$ cat config.mk
export PLATFORM = sky130hd
export DESIGN_NAME = spi_avalon_csr
export DESIGN_NICKNAME = d
export VERILOG_FILES = /design/src/rtl/spi_avalon_pkg.sv /design/src/rtl/spi_word_fifo.sv /design/src/rtl/spi_avalon_csr.sv
export SDC_FILE = /design/constraint.sdc
export NUM_CORES = 1
export LEC_CHECK = 0
export ABC_CLOCK_PERIOD_IN_PS = 7400
export CAP_MARGIN = 10
export CORE_AREA = 3 3 207 259
export CTS_BUF_LIST = sky130_fd_sc_hd__clkbuf_16
export CTS_CLUSTER_SIZE = 10
export DETAILED_ROUTE_END_ITERATION = 7
export DIE_AREA = 0 0 210 262
export GPL_TIMING_DRIVEN = 0
export SLEW_MARGIN = 10
export SYNTH_ARGS = -nofsm -noshare
export SYNTH_HDL_FRONTEND = slang
export SYNTH_SLANG_ARGS = --single-unit
$ cat constraint.sdc
create_clock -name clk_shift -period 7.4 [get_ports clk_shift]
set_clock_uncertainty 0.15 [all_clocks]
set_input_delay 1.48 -clock clk_shift [delete_from_list [all_inputs] [get_ports clk_shift]]
set_output_delay 1.48 -clock clk_shift [all_outputs]
set_load 0.02 [all_outputs]
$ cat src/rtl/spi_avalon_pkg.sv
// Shared constants for the SPI Avalon CSR front-end: register map, STATUS/CONTROL
// bit positions and the packet sequencer state encoding.
package spi_avalon_pkg;

   localparam logic [1:0] REG_TXDATA  = 2'd0;
   localparam logic [1:0] REG_RXDATA  = 2'd1;
   localparam logic [1:0] REG_STATUS  = 2'd2;
   localparam logic [1:0] REG_CONTROL = 2'd3;

   localparam int ST_BUSY     = 0;
   localparam int ST_TX_FULL  = 1;
   localparam int ST_TX_EMPTY = 2;
   localparam int ST_RX_FULL  = 3;
   localparam int ST_RX_EMPTY = 4;
   localparam int ST_TX_OVF   = 5;
   localparam int ST_RX_OVF   = 6;
   localparam int ST_TIMEOUT  = 7;
   localparam int ST_TX_LVL   = 8;
   localparam int ST_RX_LVL   = 16;

   localparam int CTL_ENABLE  = 0;
   localparam int CTL_IRQ_EN  = 1;
   localparam int CTL_CLR     = 2;

   typedef enum logic [2:0] {
      IDLE         = 3'd0,
      LOAD         = 3'd1,
      GO           = 3'd2,
      WAIT_DONE    = 3'd3,
      CAPTURE      = 3'd4,
      WAIT_RELEASE = 3'd5
   } state_t;

endpackage

$ cat src/rtl/spi_word_fifo.sv
// Synchronous 32-bit word FIFO; a push while full is accepted only when a pop
// happens in the same cycle.
module spi_word_fifo #(
   parameter int DEPTH = 8,
   localparam int AW = $clog2(DEPTH)
) (
   input  logic          clk_shift,
   input  logic          reset_n,
   input  logic          i_push,
   input  logic          i_pop,
   input  logic [31:0]   i_wdata,
   output logic [31:0]   o_rdata,
   output logic          o_full,
   output logic          o_empty,
   output logic [AW:0]   o_level
);

   logic [31:0]   r_mem [DEPTH];
   logic [AW-1:0] r_wptr;
   logic [AW-1:0] r_rptr;
   logic [AW:0]   r_level;
   logic          w_do_push;
   logic          w_do_pop;

   assign o_full    = (r_level == (AW+1)'(DEPTH));
   assign o_empty   = (r_level == '0);
   assign o_level   = r_level;
   assign o_rdata   = r_mem[r_rptr];
   assign w_do_pop  = i_pop & ~o_empty;
   assign w_do_push = i_push & (~o_full | w_do_pop);

   always_ff @(posedge clk_shift) begin
      if (w_do_push) r_mem[r_wptr] <= i_wdata;
   end

   always_ff @(posedge clk_shift or negedge reset_n) begin
      if (!reset_n) begin
         r_wptr  <= '0;
         r_rptr  <= '0;
         r_level <= '0;
      end else begin
         if (w_do_push) r_wptr <= r_wptr + AW'(1);
         if (w_do_pop)  r_rptr <= r_rptr + AW'(1);
         case ({w_do_push, w_do_pop})
            2'b10:   r_level <= r_level + (AW+1)'(1);
            2'b01:   r_level <= r_level - (AW+1)'(1);
            default: r_level <= r_level;
         endcase
      end
   end

endmodule

$ cat src/rtl/spi_avalon_csr.sv
// Avalon-MM CSR front-end for the SPI packet core: TX/RX word FIFOs, a packet
// sequencer driving go_transfer / data_pack_ready, sticky error flags and irq.
module spi_avalon_csr
   import spi_avalon_pkg::*;
#(
   parameter int FIFO_DEPTH     = 8,
   parameter int GO_HOLD        = 2,
   parameter int TIMEOUT_CYCLES = 4096
) (
   input  logic        clk_shift,
   input  logic        reset_n,
   input  logic [1:0]  avs_address,
   input  logic        avs_write,
   input  logic [31:0] avs_writedata,
   input  logic        avs_read,
   output logic [31:0] avs_readdata,
   output logic        go_transfer,
   output logic [31:0] data_write_from_avalon,
   input  logic [31:0] data_read_to_avalon,
   input  logic        data_pack_ready,
   output logic        irq
);

   localparam int LW = $clog2(FIFO_DEPTH) + 1;
   localparam int TW = $clog2(TIMEOUT_CYCLES + 1);
   localparam int HW = $clog2(GO_HOLD + 1);

   state_t        r_state;
   logic [HW-1:0] r_go_cnt;
   logic [TW-1:0] r_timer;
   logic          r_go;
   logic [31:0]   r_dw;
   logic [31:0]   r_readdata;
   logic          r_enable;
   logic          r_irq_en;
   logic          r_tx_ovf;
   logic          r_rx_ovf;
   logic          r_timeout;
   logic          r_irq;

   logic          w_wr_tx, w_rd_rx, w_clr;
   logic          w_tx_pop, w_rx_push;
   logic          w_tx_full, w_tx_empty, w_rx_full, w_rx_empty;
   logic [LW-1:0] w_tx_level, w_rx_level;
   logic [31:0]   w_tx_head, w_rx_head;
   logic          w_tx_ovf_evt, w_rx_ovf_evt, w_timeout_evt;
   logic [31:0]   w_status;
   logic [31:0]   w_rdata;

   assign w_wr_tx   = avs_write & (avs_address == REG_TXDATA);
   assign w_rd_rx   = avs_read  & (avs_address == REG_RXDATA);
   assign w_clr     = avs_write & (avs_address == REG_CONTROL) & avs_writedata[CTL_CLR];
   assign w_tx_pop  = (r_state == LOAD);
   assign w_rx_push = (r_state == CAPTURE);

   // A full FIFO that is also being popped this cycle still takes the word.
   assign w_tx_ovf_evt  = w_wr_tx & w_tx_full & ~w_tx_pop;
   assign w_rx_ovf_evt  = w_rx_push & w_rx_full & ~w_rd_rx;
   assign w_timeout_evt = (r_state == WAIT_DONE) & ~data_pack_ready &
                          (r_timer == TW'(TIMEOUT_CYCLES - 1));

   spi_word_fifo #(.DEPTH(FIFO_DEPTH)) u_tx_fifo (
      .clk_shift (clk_shift),
      .reset_n   (reset_n),
      .i_push    (w_wr_tx),
      .i_pop     (w_tx_pop),
      .i_wdata   (avs_writedata),
      .o_rdata   (w_tx_head),
      .o_full    (w_tx_full),
      .o_empty   (w_tx_empty),
      .o_level   (w_tx_level)
   );

   spi_word_fifo #(.DEPTH(FIFO_DEPTH)) u_rx_fifo (
      .clk_shift (clk_shift),
      .reset_n   (reset_n),
      .i_push    (w_rx_push),
      .i_pop     (w_rd_rx),
      .i_wdata   (data_read_to_avalon),
      .o_rdata   (w_rx_head),
      .o_full    (w_rx_full),
      .o_empty   (w_rx_empty),
      .o_level   (w_rx_level)
   );

   always_comb begin
      w_status = '0;
      w_status[ST_BUSY]          = (r_state != IDLE);
      w_status[ST_TX_FULL]       = w_tx_full;
      w_status[ST_TX_EMPTY]      = w_tx_empty;
      w_status[ST_RX_FULL]       = w_rx_full;
      w_status[ST_RX_EMPTY]      = w_rx_empty;
      w_status[ST_TX_OVF]        = r_tx_ovf;
      w_status[ST_RX_OVF]        = r_rx_ovf;
      w_status[ST_TIMEOUT]       = r_timeout;
      w_status[ST_TX_LVL +: 8]   = 8'(w_tx_level);
      w_status[ST_RX_LVL +: 8]   = 8'(w_rx_level);
   end

   always_comb begin
      w_rdata = '0;
      case (avs_address)
         REG_RXDATA:  w_rdata = w_rx_empty ? 32'h0 : w_rx_head;
         REG_STATUS:  w_rdata = w_status;
         REG_CONTROL: w_rdata = {30'b0, r_irq_en, r_enable};
         default:     w_rdata = '0;
      endcase
   end

   always_ff @(posedge clk_shift or negedge reset_n) begin
      if (!reset_n) begin
         r_readdata <= '0;
         r_enable   <= 1'b0;
         r_irq_en   <= 1'b0;
         r_tx_ovf   <= 1'b0;
         r_rx_ovf   <= 1'b0;
         r_timeout  <= 1'b0;
         r_irq      <= 1'b0;
      end else begin
         if (avs_read) r_readdata <= w_rdata;
         if (avs_write && avs_address == REG_CONTROL) begin
            r_enable <= avs_writedata[CTL_ENABLE];
            r_irq_en <= avs_writedata[CTL_IRQ_EN];
         end
         // A new event in the clearing cycle wins over the clear.
         r_tx_ovf  <= (r_tx_ovf  & ~w_clr) | w_tx_ovf_evt;
         r_rx_ovf  <= (r_rx_ovf  & ~w_clr) | w_rx_ovf_evt;
         r_timeout <= (r_timeout & ~w_clr) | w_timeout_evt;
         r_irq     <= r_irq_en & (~w_rx_empty | r_tx_ovf | r_rx_ovf | r_timeout);
      end
   end

   always_ff @(posedge clk_shift or negedge reset_n) begin
      if (!reset_n) begin
         r_state  <= IDLE;
         r_go     <= 1'b0;
         r_go_cnt <= '0;
         r_timer  <= '0;
         r_dw     <= '0;
      end else begin
         case (r_state)
            // Looking at the incoming write gives LOAD the cycle after TXDATA.
            IDLE: if (r_enable && (!w_tx_empty || w_wr_tx)) r_state <= LOAD;
            LOAD: begin
               r_dw     <= w_tx_head;
               r_go     <= 1'b1;
               r_go_cnt <= '0;
               r_state  <= GO;
            end
            GO: begin
               if (r_go_cnt == HW'(GO_HOLD - 1)) begin
                  r_go    <= 1'b0;
                  r_timer <= '0;
                  r_state <= WAIT_DONE;
               end else begin
                  r_go_cnt <= r_go_cnt + HW'(1);
               end
            end
            WAIT_DONE: begin
               if (data_pack_ready)    r_state <= CAPTURE;
               else if (w_timeout_evt) r_state <= IDLE;
               else                    r_timer <= r_timer + TW'(1);
            end
            CAPTURE:      r_state <= WAIT_RELEASE;
            WAIT_RELEASE: if (!data_pack_ready) r_state <= IDLE;
            default:      r_state <= IDLE;
         endcase
      end
   end

   assign avs_readdata           = r_readdata;
   assign go_transfer            = r_go;
   assign data_write_from_avalon = r_dw;
   assign irq                    = r_irq;

endmodule

After elaboration in Yosys (flattened, before gate mapping)
Memory sizes are Yosys's and may differ from the RTL's. A register that Yosys moved wholly into a read port is not among the register bits.
Index checks and enable logic that the tools add are counted.
Storage, ports and cells
  memories kept: 2
  latch bits: 0
  output and inout bits: 66
  bits of input ports: 71
  RAM bits: 512
  flip-flop bits (word level): 77
  bits in read-only memories: 0
  word-level logic and storage cells: 126
Memories
  u_rx_fifo.r_mem: depth 8, width 32, read ports 1, clocked after Yosys merged registers in 0, write ports 1, line spi_word_fifo.sv:18  | logic [31:0] r_mem [DEPTH];
  u_tx_fifo.r_mem: depth 8, width 32, read ports 1, clocked after Yosys merged registers in 1, write ports 1, line spi_word_fifo.sv:18
Operators by class
  bitwise gates (word level): 34
  div/mod/pow operators: 0
  $lt $le $gt $ge: 0
  shift operators: 0
  $mul: 0
  multiplexer cells: 22
  reduce and logical (&&, ||, !) cells: 18
  add/sub/neg operators: 10
  eq/ne operators: 23
Operators with widths (count)
  one-hot mux 32 bit (3 select lines): 1
  2-to-1 mux 13 bit: 3
  2-to-1 mux 32 bit: 1
  one-hot mux 13 bit (2 select lines): 1
  AND 1 bit: 18
  one-hot mux 3 bit (6 select lines): 1
  one-hot mux 4 bit (2 select lines): 2
  2-to-1 mux 3 bit: 5
  adder 13 x 1 -> 13 bit, second input constant: 1
  == test 13 x 12 -> 1 bit, second input constant: 1
  adder 3 x 1 -> 3 bit, second input constant: 4
  != test 2 bit, second input constant: 6
  adder 4 x 1 -> 4 bit, second input constant: 2
  == test 2 x 1 -> 1 bit, second input constant: 4
  == test 2 bit, second input constant: 4
  == test 4 bit, second input constant: 2
  zero test 4 bit: 2
  NOT 1 bit: 8
  bitwise OR 1 bit: 8
  AND reduction 4 bit: 2
  nonzero test 2 bit: 4
  subtractor 4 x 1 -> 4 bit, second input constant: 2
  == test 3 x 2 -> 1 bit, second input constant: 2
  == test 3 bit, second input constant: 2
  other kinds (14): 21

Depth between registers and ports, before layout
  word-level depth: 7
  depth in mapped cells: 9

By module
From an unflattened synthesis, not the netlist that was laid out.
Unflattened totals
  cells, all modules: 1227
  area, all modules: 24669.9 µm²
By module, submodules not included
  spi_word_fifo (u_tx_fifo): area an instance 10403.7 µm², cells each 439, instances 1, sequential area each 7937.6 µm²
  spi_word_fifo (u_rx_fifo): area an instance 10383.7 µm², cells each 436, instances 1, sequential area each 7937.6 µm²
  spi_avalon_csr: area an instance 3882.5 µm², cells each 352, instances 1, sequential area each 2227.1 µm²

Worst setup path after synthesis
No wires, ideal clock.
  path type: in2reg
  from: input avs_address[0]
  to: memory u_rx_fifo.r_mem[0][0] (enable)
  library setup time: 0.501 ns
  arrival time: 5.175 ns
  setup slack: 1.574 ns
  buffers on the path: 1
  stages on the path: 5
  cell sequence: buf_2 nand3b_1 nand2_1 nand2_1 nor4_1
On the way
  word-level cells in the longest chain between the ends: 7
Ends and longest elaborated chain
  start: declaration: line spi_avalon_csr.sv:12  | input logic [1:0] avs_address,
  == test 2 x 1 -> 1 bit: line spi_avalon_csr.sv:51  | assign w_rd_rx = avs_read & (avs_address == REG_RXDATA);
  AND 1 bit: line spi_avalon_csr.sv:51
  AND 1 bit: line spi_word_fifo.sv:29  | assign w_do_pop = i_pop & ~o_empty;
  bitwise OR 1 bit: line spi_word_fifo.sv:30  | assign w_do_push = i_push & (~o_full | w_do_pop);
  AND 1 bit: line spi_word_fifo.sv:30
  2-to-1 mux 1 bit: line spi_word_fifo.sv:33  | if (w_do_push) r_mem[r_wptr] <= i_wdata;
  2-to-1 mux 1 bit (not written as such): line spi_word_fifo.sv:33
  end: declaration: line spi_word_fifo.sv:18
No other way between the ends.

Worst setup path after layout
  from: input avs_address[1]
  to: memory u_tx_fifo.r_mem[0][29] (enable)
On the way
  word-level cells in the longest chain between the ends: 5
Ends and longest elaborated chain
  zero test 2 bit: line spi_avalon_csr.sv:50  | assign w_wr_tx = avs_write & (avs_address == REG_TXDATA);
  AND 1 bit: line spi_avalon_csr.sv:50
  AND 1 bit: line spi_word_fifo.sv:30
  2-to-1 mux 1 bit: line spi_word_fifo.sv:33
  2-to-1 mux 1 bit (not written as such): line spi_word_fifo.sv:33
  end: declaration: line spi_word_fifo.sv:18
No other way between the ends.

==> impl_metrics.csv <==
group,metric,value,unit
drt,drt_iter0_drc,695,
layout,mostFrequentLayoutCells,"edfxtp_1 (512), clkdlybuf4s50_1 (134), mux4_2 (128)",
worst_hold_path,hold_start,"data_write_from_avalon[23]",
floorplanning,dieArea,0.05502,sq mm
yosys,synth_fa_ha_area_share,0.4160,%
yosys,synth_top_family_by_area,"multiplexers",
placed_design,post-place-cells,2055,
timing,tightest_slew,0.9609,ns
clock_tree,cts-resized-gates,0,
yosys,synth-async-reset-ratio,17.55,%
placed_design,place_area,0.02685,sq mm
placed_design,io_buffers,135,
layout,syn_to_final_growth,20.53,%
yosys,synth_mux_area_share,15.09,%
status,outcome,"finished clean",
yosys,ys.flop_type,"edfxtp_1",
layout,fill_cells,3915,
layout,final_nets,1543,
layout,final_common_cell,"edfxtp_1",
clock_tree,h-tree-depth,3,
pwr,p_per_area,354.4,mW/mm^2
clock_tree,postCtsSetupBuffers,0,
floorplanning,initial_core_util,46.68,%
worst_hold_path,hold_path_end,"data_write_from_avalon[23]",
yosys,syn_area,0.02406,sq mm
drt,wl_per_cell,24.00,um
yosys,synth-edff-count,512,
timing,period_share,56.69,%
layout,layoutNonFillerInstCount,2188,
timing,max-slew-margin-rel,35.94,%
global_route,grt_max_degree,59,
timing,setup_violations,0,
drt,dr.pass1.iters,6,
yosys,yosysUniqueCellTypes,66,
timing,rsz0062_at_grt,"false",
yosys,syn_nets,1294,
run,drv_cap,0,
global_route,overflow,0,
yosys,yosys.area_share.simple,3.786,%
clock_tree,cts_made_buffers,72,
setup_path,worst_setup_path_end_kind,"register",
yosys,synth-seq-area-share,75.24,%
drt,drc_errors,0,
timing,max_freq,238.4,MHz
setup_path,cp.required,7.53,ns
yosys,syn_inst,1215,
setup_path,r2r_slack,3.86,ns
yosys,yosys.area_share.xor_xnor,0.4732,%
clock_tree,clockBufferDepth,3,
timing,finalCriticalPeriod,4.195,ns
setup_path,cp.arrival,4.33,ns
floorplanning,ios,137,
yosys,synth.area.top_cells,"edfxtp_1 (64%), mux4_2 (12%), dfrtp_1 (11%)",
setup_path,r2r_start,"r_state[2]",
worst_hold_path,hp-class,"register to register",
timing,hold_viol,0,
setup_path,critPathSlowestCell,"nor3_2",
layout,design_area,0.02900,sq mm
yosys,yosysTopAreaCellShare,63.90,%
floorplanning,die_h,262,um
yosys,synth_area_leader_cell,"edfxtp_1",
timing,setup_tns,0,ns
clock_tree,hold_buffers,0,
yosys,yosysWarnings,0,
global_route,grt_use_total,19.58,%
yosys,synth-compound-area-share,3.557,%
clock_tree,cts_tree,"yes",
pwr,leakage,10.06,nW
layout,regArea,0.01810,sq mm
layout,multiInputGateArea,0.005714,sq mm
global_route,antenna_found_initial,4,
layout,drive_gt1_share,20.96,%
setup_path,crit_fanout,9,
setup_path,crit_chain,"clkdlybuf4s50_1 > or3b_2 > a21oi_2 > nand2b_1 > nor3_2 > buf_4 > buf_6",
setup_path,cp-start-kind,"input pin",
yosys,syn_avg_cell_area,19.80,sq um
floorplanning,fp-row-count,93,
setup_path,r2r_end,"u_rx_fifo.r_mem[4][30]",
setup_path,critical_path_class,"input pin to register",
floorplanning,core_area,0.05155,sq mm
clock_tree,clock-root-buffer,"clkbuf_16",
drt,vias,12270,
drt,ant_nets,0,
timing,slew_violations,0,
setup_path,r2r_cells,7,
clock_tree,clk_pin_slew,0.05,ns
yosys,ys_ff_latch,621,
worst_hold_path,hold_depth,2,
placed_design,dp_hpwl,34020,um
placed_design,gp_congestion,0.7669,
floorplanning,die_w,210,um
clock_tree,clock_latency,0.59,ns
drt,routed_via_density,5.606,
setup_path,cpPeakStageDelay,0.74,ns
global_route,grt_pass1_wl,80410,um
drt,finalWirelength,52510,um
pwr,ir_drop,247.6,uV
global_route,first_global_vias,12930,
clock_tree,clock-sinks,621,
==> final cells by class <==
cell class / instances / share of cell area [%]
sequential: 621 / 62.42
multi-input combinational: 521 / 19.70
clock buffer: 77 / 6.645
timing repair buffer: 175 / 6.403
tap: 665 / 2.869
buffer: 66 / 1.109
clock inverter: 55 / 0.7464
inverter: 7 / 0.09061
antenna: 1 / 0.008629
==> Yosys cell counts (2+ instances only) <==
library cell  count
nor3_1           18
nor2b_1           2
buf_1             6
o41ai_1           3
a32o_1            3
buf_2            26
xor2_1            4
mux2i_1          69
a21oi_2           2
nand3b_1          2
nand3_1           3
buf_6             3
ha_1              8
xnor2_1           9
nand2b_1          8
nand2_1          72
o2bb2ai_1        16
mux2_2            5
clkbuf_1         26
o31ai_1           7
edfxtp_1        512
o21ai_0          44
a221o_1          14
nor3b_2           2
a21oi_1          16
o211ai_1          3
nand4_1           3
nor2_1           34
nor3b_1           2
or3b_2            2
mux4_2          128
dfrtp_1         109
nor4_1            6
nor4b_2           2
buf_4             5
inv_1             7
or3b_1            2
or4_1             4
==> cells by family (layout without fill, tap and decap cells) <==
family / after synthesis / in the layout
xor+xnor: 13 / 13
mux: 202 / 202
buf+inv: 73 / 380
compound gates: 123 / 123
simple gates: 175 / 175
other cells: 0 / 1
fa+ha+maj: 8 / 8
flops: 621 / 621
==> power by group <==
group          leakage, nW  internal [mW]  total, mW  switching (mW)
sequential            6.01           4.11       4.30           0.194
combinational         2.81           1.32       2.82            1.49
clock                 1.24           1.86       3.16            1.30
==> worst max-delay path: cells and delay by family <==
family | cells | cell delay [ns]
and+or+nand+nor | 3 | 1.55
buffers and inverters | 3 | 1.04
AOI/OAI and AO/OA | 1 | 0.25
==> registers in the layout, indices dropped and copies added (netlist names), 2 cells and up <==
| signal | count |
|---|---|
| u_rx_fifo.r_mem | 256 |
| u_tx_fifo.r_mem | 256 |
| avs_readdata | 32 |
| data_write_from_avalon | 32 |
| r_timer | 13 |
| u_rx_fifo.o_level | 4 |
| u_tx_fifo.o_level | 4 |
| r_state | 3 |
| u_rx_fifo.r_rptr | 3 |
| u_rx_fifo.r_wptr | 3 |
| u_tx_fifo.r_rptr | 3 |
| u_tx_fifo.r_wptr | 3 |
| r_go_cnt | 2 |
==> through the flow <==
stage / power (mW) / hold slack, ns / utilization [%] / worst slack, ns
4_1_cts: 10.43 / 0.3325 / 56.25 / 3.199
5_1_grt: 10.77 / 0.3485 / 56.25 / 3.016
3_5_place_dp: 7.254 / 0.3198 / 52.09 / 2.574
6_report: 10.28 / 0.3248 / 56.26 / 3.205
3_3_place_gp: 7.174 / 0.3103 / 50.91 / -2.639
2_1_floorplan: 6.219 / 0.3166 / - / 1.574
==> per-layer routing <==
layer,part of all wire (%),routed length (um),global-route usage [%]
met1,41,21670,25.32
met2,52,27250,34.04
met3,4.9,2582,3.821
met4,1.8,967,5.827
met5,0.078,41,0
==> how the worst max path moves through the flow <==
stage / startpoint / endpoint / depth (start not counted)
3_3_place_gp: avs_address[1] / u_rx_fifo.r_mem[0][24] / 5
3_5_place_dp: avs_address[1] / u_tx_fifo.r_mem[0][19] / 7
6_report: avs_address[1] / u_tx_fifo.r_mem[0][29] / 7
5_1_grt: avs_address[1] / u_tx_fifo.r_mem[0][29] / 7
2_1_floorplan: avs_address[0] / u_rx_fifo.r_mem[0][0] / 5
4_1_cts: avs_address[1] / u_tx_fifo.r_mem[0][29] / 7
Power figures use the tool's default switching activity.
